File: src/rtl/dvi_ram_swap_if.sv
// Writer/scan-out side signals of the frame-buffer swap responder.
// master drives frame_done/vsync; slave (dvi_ram_swap) drives bank select and status.
interface dvi_ram_swap_if;
  logic        frame_done;
  logic        vsync;
  logic        rd_bank;
  logic        wr_bank;
  logic        swap_ack;
  logic        armed;
  logic        overrun;
  logic [15:0] swap_count;
  logic        timeout;

  modport master (
    output frame_done, vsync,
    input  rd_bank, wr_bank, swap_ack, armed, overrun, swap_count, timeout
  );

  modport slave (
    input  frame_done, vsync,
    output rd_bank, wr_bank, swap_ack, armed, overrun, swap_count, timeout
  );
endinterface

File: src/rtl/dvi_ram_swap.sv
// Double-buffer swap: frame_done arms, next vsync edge toggles rd_bank and pulses swap_ack.
// Optional watchdog forcing a swap when vsync never arrives: `DVI_RAM_SWAP_TIMEOUT_EN.
module dvi_ram_swap #(
  parameter int ACK_CYCLES     = 4,
  parameter bit VSYNC_POL      = 1'b1,
  parameter int TIMEOUT_CYCLES = 2500000
) (
  input logic           clk125,
  input logic           reset,
  dvi_ram_swap_if.slave bus
);

  typedef enum logic [1:0] {IDLE, ARMED, ACK} state_t;

  state_t      state, state_d;
  logic        fd_q, vs_q;
  logic        fd_edge, vs_edge, vs_lvl;
  logic        rd_bank_q, rd_d;
  logic        wr_bank_q;
  logic        swap_ack_q, ack_d;
  logic [3:0]  ack_cnt, cnt_d;
  logic        pending, pend_d;
  logic        overrun_q, ovr_d;
  logic [15:0] swap_count_q, count_d;
  logic        timeout_q, tmo_d;
  logic        wd_fire;
  logic        do_swap;

  assign vs_lvl  = VSYNC_POL ? bus.vsync : ~bus.vsync;
  assign fd_edge = bus.frame_done & ~fd_q;
  assign vs_edge = vs_lvl & ~vs_q;

`ifdef DVI_RAM_SWAP_TIMEOUT_EN
  localparam logic [21:0] WD_LIMIT = 22'(TIMEOUT_CYCLES - 1);
  logic [21:0] wd_cnt;

  // Held at zero outside ARMED, so every entry into ARMED starts a fresh window.
  always_ff @(posedge clk125 or negedge reset) begin
    if (!reset)               wd_cnt <= '0;
    else if (state != ARMED)  wd_cnt <= '0;
    else                      wd_cnt <= wd_cnt + 22'd1;
  end

  assign wd_fire = (state == ARMED) && (wd_cnt == WD_LIMIT);
`else
  localparam int unused_timeout_cycles = TIMEOUT_CYCLES;
  assign wd_fire = 1'b0;
`endif

  always_comb begin
    state_d = state;
    rd_d    = rd_bank_q;
    ack_d   = swap_ack_q;
    cnt_d   = ack_cnt;
    pend_d  = pending;
    ovr_d   = overrun_q;
    count_d = swap_count_q;
    tmo_d   = timeout_q;
    do_swap = 1'b0;
    case (state)
      IDLE: begin
        if (fd_edge) state_d = ARMED;
      end
      ARMED: begin
        if (vs_edge || wd_fire) begin
          do_swap = 1'b1;
          state_d = ACK;
          if (fd_edge) pend_d = 1'b1;
          if (!vs_edge) tmo_d = 1'b1;
        end else if (fd_edge) begin
          ovr_d = 1'b1;
        end
      end
      ACK: begin
        if (fd_edge) begin
          if (pending) ovr_d  = 1'b1;
          else         pend_d = 1'b1;
        end
        if (ack_cnt == 4'd0) begin
          ack_d   = 1'b0;
          pend_d  = 1'b0;
          state_d = (pending || fd_edge) ? ARMED : IDLE;
        end else begin
          cnt_d = ack_cnt - 4'd1;
        end
      end
      default: state_d = IDLE;
    endcase
    if (do_swap) begin
      rd_d    = ~rd_bank_q;
      count_d = swap_count_q + 16'd1;
      ack_d   = 1'b1;
      cnt_d   = 4'(ACK_CYCLES - 1);
    end
  end

  always_ff @(posedge clk125 or negedge reset) begin
    if (!reset) begin
      state        <= IDLE;
      fd_q         <= 1'b0;
      vs_q         <= 1'b0;
      rd_bank_q    <= 1'b0;
      wr_bank_q    <= 1'b1;
      swap_ack_q   <= 1'b0;
      ack_cnt      <= 4'd0;
      pending      <= 1'b0;
      overrun_q    <= 1'b0;
      swap_count_q <= 16'd0;
      timeout_q    <= 1'b0;
    end else begin
      state        <= state_d;
      fd_q         <= bus.frame_done;
      vs_q         <= vs_lvl;
      rd_bank_q    <= rd_d;
      wr_bank_q    <= ~rd_d;
      swap_ack_q   <= ack_d;
      ack_cnt      <= cnt_d;
      pending      <= pend_d;
      overrun_q    <= ovr_d;
      swap_count_q <= count_d;
      timeout_q    <= tmo_d;
    end
  end

  assign bus.rd_bank    = rd_bank_q;
  assign bus.wr_bank    = wr_bank_q;
  assign bus.swap_ack   = swap_ack_q;
  assign bus.armed      = (state == ARMED);
  assign bus.overrun    = overrun_q;
  assign bus.swap_count = swap_count_q;
  assign bus.timeout    = timeout_q;

endmodule

File: src/flat_wrapper.sv
// flat-port wrapper written by rule: the top's interface ports become plain ports
module dvi_ram_swap_flat 
#(
  parameter int ACK_CYCLES     = 4,
  parameter bit VSYNC_POL      = 1'b1,
  parameter int TIMEOUT_CYCLES = 2500000
)
  (clk125, reset, bus_frame_done, bus_vsync, bus_rd_bank, bus_wr_bank, bus_swap_ack, bus_armed, bus_overrun, bus_swap_count, bus_timeout);
  dvi_ram_swap_if bus_i ();
  input logic clk125;
  input logic reset;
  input wire logic [$bits(bus_i.frame_done)-1:0] bus_frame_done;
  input wire logic [$bits(bus_i.vsync)-1:0] bus_vsync;
  output wire logic [$bits(bus_i.rd_bank)-1:0] bus_rd_bank;
  output wire logic [$bits(bus_i.wr_bank)-1:0] bus_wr_bank;
  output wire logic [$bits(bus_i.swap_ack)-1:0] bus_swap_ack;
  output wire logic [$bits(bus_i.armed)-1:0] bus_armed;
  output wire logic [$bits(bus_i.overrun)-1:0] bus_overrun;
  output wire logic [$bits(bus_i.swap_count)-1:0] bus_swap_count;
  output wire logic [$bits(bus_i.timeout)-1:0] bus_timeout;
  assign bus_i.frame_done = bus_frame_done;
  assign bus_i.vsync = bus_vsync;
  assign bus_rd_bank = bus_i.rd_bank;
  assign bus_wr_bank = bus_i.wr_bank;
  assign bus_swap_ack = bus_i.swap_ack;
  assign bus_armed = bus_i.armed;
  assign bus_overrun = bus_i.overrun;
  assign bus_swap_count = bus_i.swap_count;
  assign bus_timeout = bus_i.timeout;
  dvi_ram_swap #(.ACK_CYCLES(ACK_CYCLES), .VSYNC_POL(VSYNC_POL), .TIMEOUT_CYCLES(TIMEOUT_CYCLES)) u_core (.clk125(clk125), .reset(reset), .bus(bus_i));
endmodule
File: config.mk
export PLATFORM = sky130hd
export DESIGN_NAME = dvi_ram_swap_flat
export DESIGN_NICKNAME = d
export VERILOG_FILES = /design/src/rtl/dvi_ram_swap_if.sv /design/src/rtl/dvi_ram_swap.sv /design/src/flat_wrapper.sv
export SDC_FILE = /design/constraint.sdc
export NUM_CORES = 1
export LEC_CHECK = 0
export ABC_AREA = 0
export CAP_MARGIN = 20
export CELL_PAD_IN_SITES_DETAIL_PLACEMENT = 0
export CELL_PAD_IN_SITES_GLOBAL_PLACEMENT = 1
export CORE_AREA = 2 2 63 65
export CTS_CLUSTER_SIZE = 16
export DETAILED_ROUTE_END_ITERATION = 10
export DIE_AREA = 0 0 65 67
export PLACE_DENSITY = 0.73
export SKIP_CTS_REPAIR_TIMING = 1
export SLEW_MARGIN = 20
export SYNTH_ARGS = -nofsm -noshare
export SYNTH_HDL_FRONTEND = slang
export SYNTH_SLANG_ARGS = --single-unit
export TNS_END_PERCENT = 100
File: constraint.sdc
create_clock -name clk125 -period 2.15 [get_ports clk125]
set_input_delay 0.215 -clock clk125 [delete_from_list [all_inputs] [get_ports clk125]]
set_output_delay 0.215 -clock clk125 [all_outputs]
set_load 0.02 [all_outputs]
==> metrics.csv <==
metric;value;unit
Setup TNS;0;ns
asr flop ratio synth;100;%
die area;4360;um2
fin crit share;92.2;%
GRT Total Usage;14.0;%
WL per Instance;12.9;um
mux share of post-synthesis cell area;1.58;%
placed inst area;1720;um2
top cells by count, synth;dfrtp_1 (28), nand2_1 (14), xnor2_1 (13);
CP arrival;1.77;ns
Num CTS Buffers;5;
worst endpoint required time;1.93;ns
CP max FO;5;
Final Instance Area;1820;um2
H-tree depth;2;
Die W;65;um
via/cell ratio;4.73;
power density cells;1140;nW/um2
hold_ws;0.333;ns
top cells by area, synth;dfrtp_1 (49%), xnor2_1 (8.0%), ha_1 (7.9%), nand2_1 (3.7%), nand3_1 (2.8%);
Nets;169;
pre-CTS WS;0.287;ns
clk sinks;29;
Clk pin slew, worst setup/hold paths;0.06;ns
chip height;67;um
most common cell in the synthesized netlist;dfrtp_1;
YS warnings;0;
Main synth FF type;dfrtp_1;
Yosys reg bits;29;
share of cells above drive strength 1;11.5;%
clock latency on the worst-skew pair;0.27;ns
Pins Over Slew Limit;0;
final hold vios;0;
setup violators final;0;
crit path capture type;output pin;
# DRC;0;
final core occ;50.6;%
post-synthesis cell area;1430;um2
largest net degree at the start of global routing;30;
HP Class;input pin to async pin;
post-route setup slack;0.167;ns
Row Count;22;
sequential share of the synthesized area;50.9;%
antenna violations before repair;0;
DR pass1 iterations;2;
Synth Instances;126;
vias;970;
Max VDD drop;0.690;mV
unrepaired setup endpoints after global routing;false;
GPL Wtd Cong;0.800;
core area;3610;um2
# port buffers;24;
number of global-route vias before repair;945;
Synth top area share;49.1;%
syn_nets;139;
CP Cell Sequence;inv_1 > ha_1 > clkdlybuf4s50_1;
Post-Route Skew;0.00311;ns
ANT nets after route;0;
post-DP HPWL;1.98;mm
Clock Path Buffers;2;
Max Clock Freq;0.504;GHz
DRT iter0 DRCs;40;
Compound-Gate Fraction of Synth Area;6.66;%
Top delay family on crit path;buffers and inverters;
largest area contributor in the netlist;dfrtp_1;
Synth Area in Adders;7.89;%
simple logic cell fraction of the synthesized area;19.9;%
root buffer cell;clkbuf_8;
first-pass GRT wire length;4.45;mm
CTS tree;yes;
initial core utilization;39.6;%
Area growth syn-to-layout;27.8;%
reg2reg setup slack;0.30;ns
GR Overflow Total;0;
crit path launch type;flop;
Cells after DPL;197;
crit path buf inv count;2;
max incr delay on CP;0.66;ns
DRT Wirelength;2.64;mm
max-cap viol count;0;
crit path kind;flop to output pin;
ant diodes;0;
slowest CP cell;clkdlybuf4s50_1;
outcome;complete, no violations;
Post-synth EDFFs;0;
Top Ports;26;
average cell area after synthesis;11.3;um2
largest family of logic cells by synthesized area;simple AND/OR/NAND/NOR gates;
Leak Pwr;0.813;nW
XOR/XNOR share of the synthesized area;9.82;%
synth unique cells;40;
fin cells;205;
Final Power;2.08;mW
crit path time final;1.98;ns
-- state kept, by name, summed over array words and instances (netlist names) --
| signal | cells |
|---|---|
| u_core.bus.wr_bank | 1 |
| u_core.state | 2 |
| u_core.vs_q | 1 |
| u_core.bus.swap_count | 16 |
| u_core.bus.rd_bank | 1 |
| u_core.bus.swap_ack | 1 |
| u_core.fd_q | 1 |
| u_core.bus.overrun | 1 |
| u_core.pending | 1 |
| u_core.ack_cnt | 4 |
-- kinds of logic after synthesis --
kind of cell	count (synthesis)
adder cells (fa/ha/maj)	9
flip-flops	29
buffers and inverters	10
XOR/XNOR	16
multiplexers	2
other	1
AO/OA/AOI/OAI	14
AND/OR/NAND/NOR	45
-- layout make-up --
type,count,area [um2]
Timing Repair Buffer,25,248
Tap cell,48,60.1
Sequential cell,29,727
Clock inverter,1,5.00
Inverter,8,30.0
Clock buffer,7,96.3
Fill cell,332,1780
Multi-Input combinational cell,87,658
-- cell usage in the layout (no fill, tap or decap), types with 2 or more instances in the layout --
cell / instances
dfrtp_1: 28
clkdlybuf4s50_1: 24
nand2_1: 14
xnor2_1: 13
ha_1: 9
inv_1: 8
nand3_1: 8
clkbuf_8: 7
xor2_1: 3
o21ai_0: 3
nor2_1: 3
nor2b_1: 2
a21oi_1: 2
o21ai_1: 2
mux2_1: 2
and4_1: 2
nand4_1: 2
-- worst reg2reg max path, stage by stage, from the launching register on --
cell	delay (ns)
dfrtp_1	0.42
inv_1	0.11
ha_1	0.31
nand3b_4	0.18
nor4_4	0.40
nand4_1	0.16
xnor2_1	0.15
-- worst paths after layout --
| check | cells past startpoint | to | from |
|---|---|---|---|
| worst max-delay path | 3 | bus_armed | u_core.state[1]$_DFFE_PN0P_ |
| max in group asynchronous | 2 | u_core.bus.wr_bank$_DFF_PN1_ | reset |
| worst min-delay path | 2 | u_core.bus.swap_count[8]$_DFFE_PN0P_ | reset |
| min in group clk125 | 1 | u_core.fd_q$_DFF_PN0_ | bus_frame_done |
| worst max register to register | 6 | u_core.bus.swap_count[13]$_DFFE_PN0P_ | u_core.state[1]$_DFFE_PN0P_ |
| worst min register to register | 1 | u_core.bus.swap_count[15]$_DFFE_PN0P_ | u_core.bus.swap_count[15]$_DFFE_PN0P_ |
-- routing by layer --
| layer | GRT usage, % | share of wire [%] | vias to the layer above |
|---|---|---|---|
| li1 | - | - | 486 |
| met1 | 16.2 | 46 | 462 |
| met2 | 23.5 | 49 | 20 |
| met3 | 5.07 | 3.4 | 2 |
| met4 | 5.59 | 1.1 | 0 |
| met5 | 0 | 0 | - |
-- power breakdown --
group | internal [mW] | switching [mW]
Clock | 0.289 | 0.195
Sequential | 0.687 | 0.128
Combinational | 0.359 | 0.419
Total | 1.33 | 0.742
(Power assumes the default switching activity.)
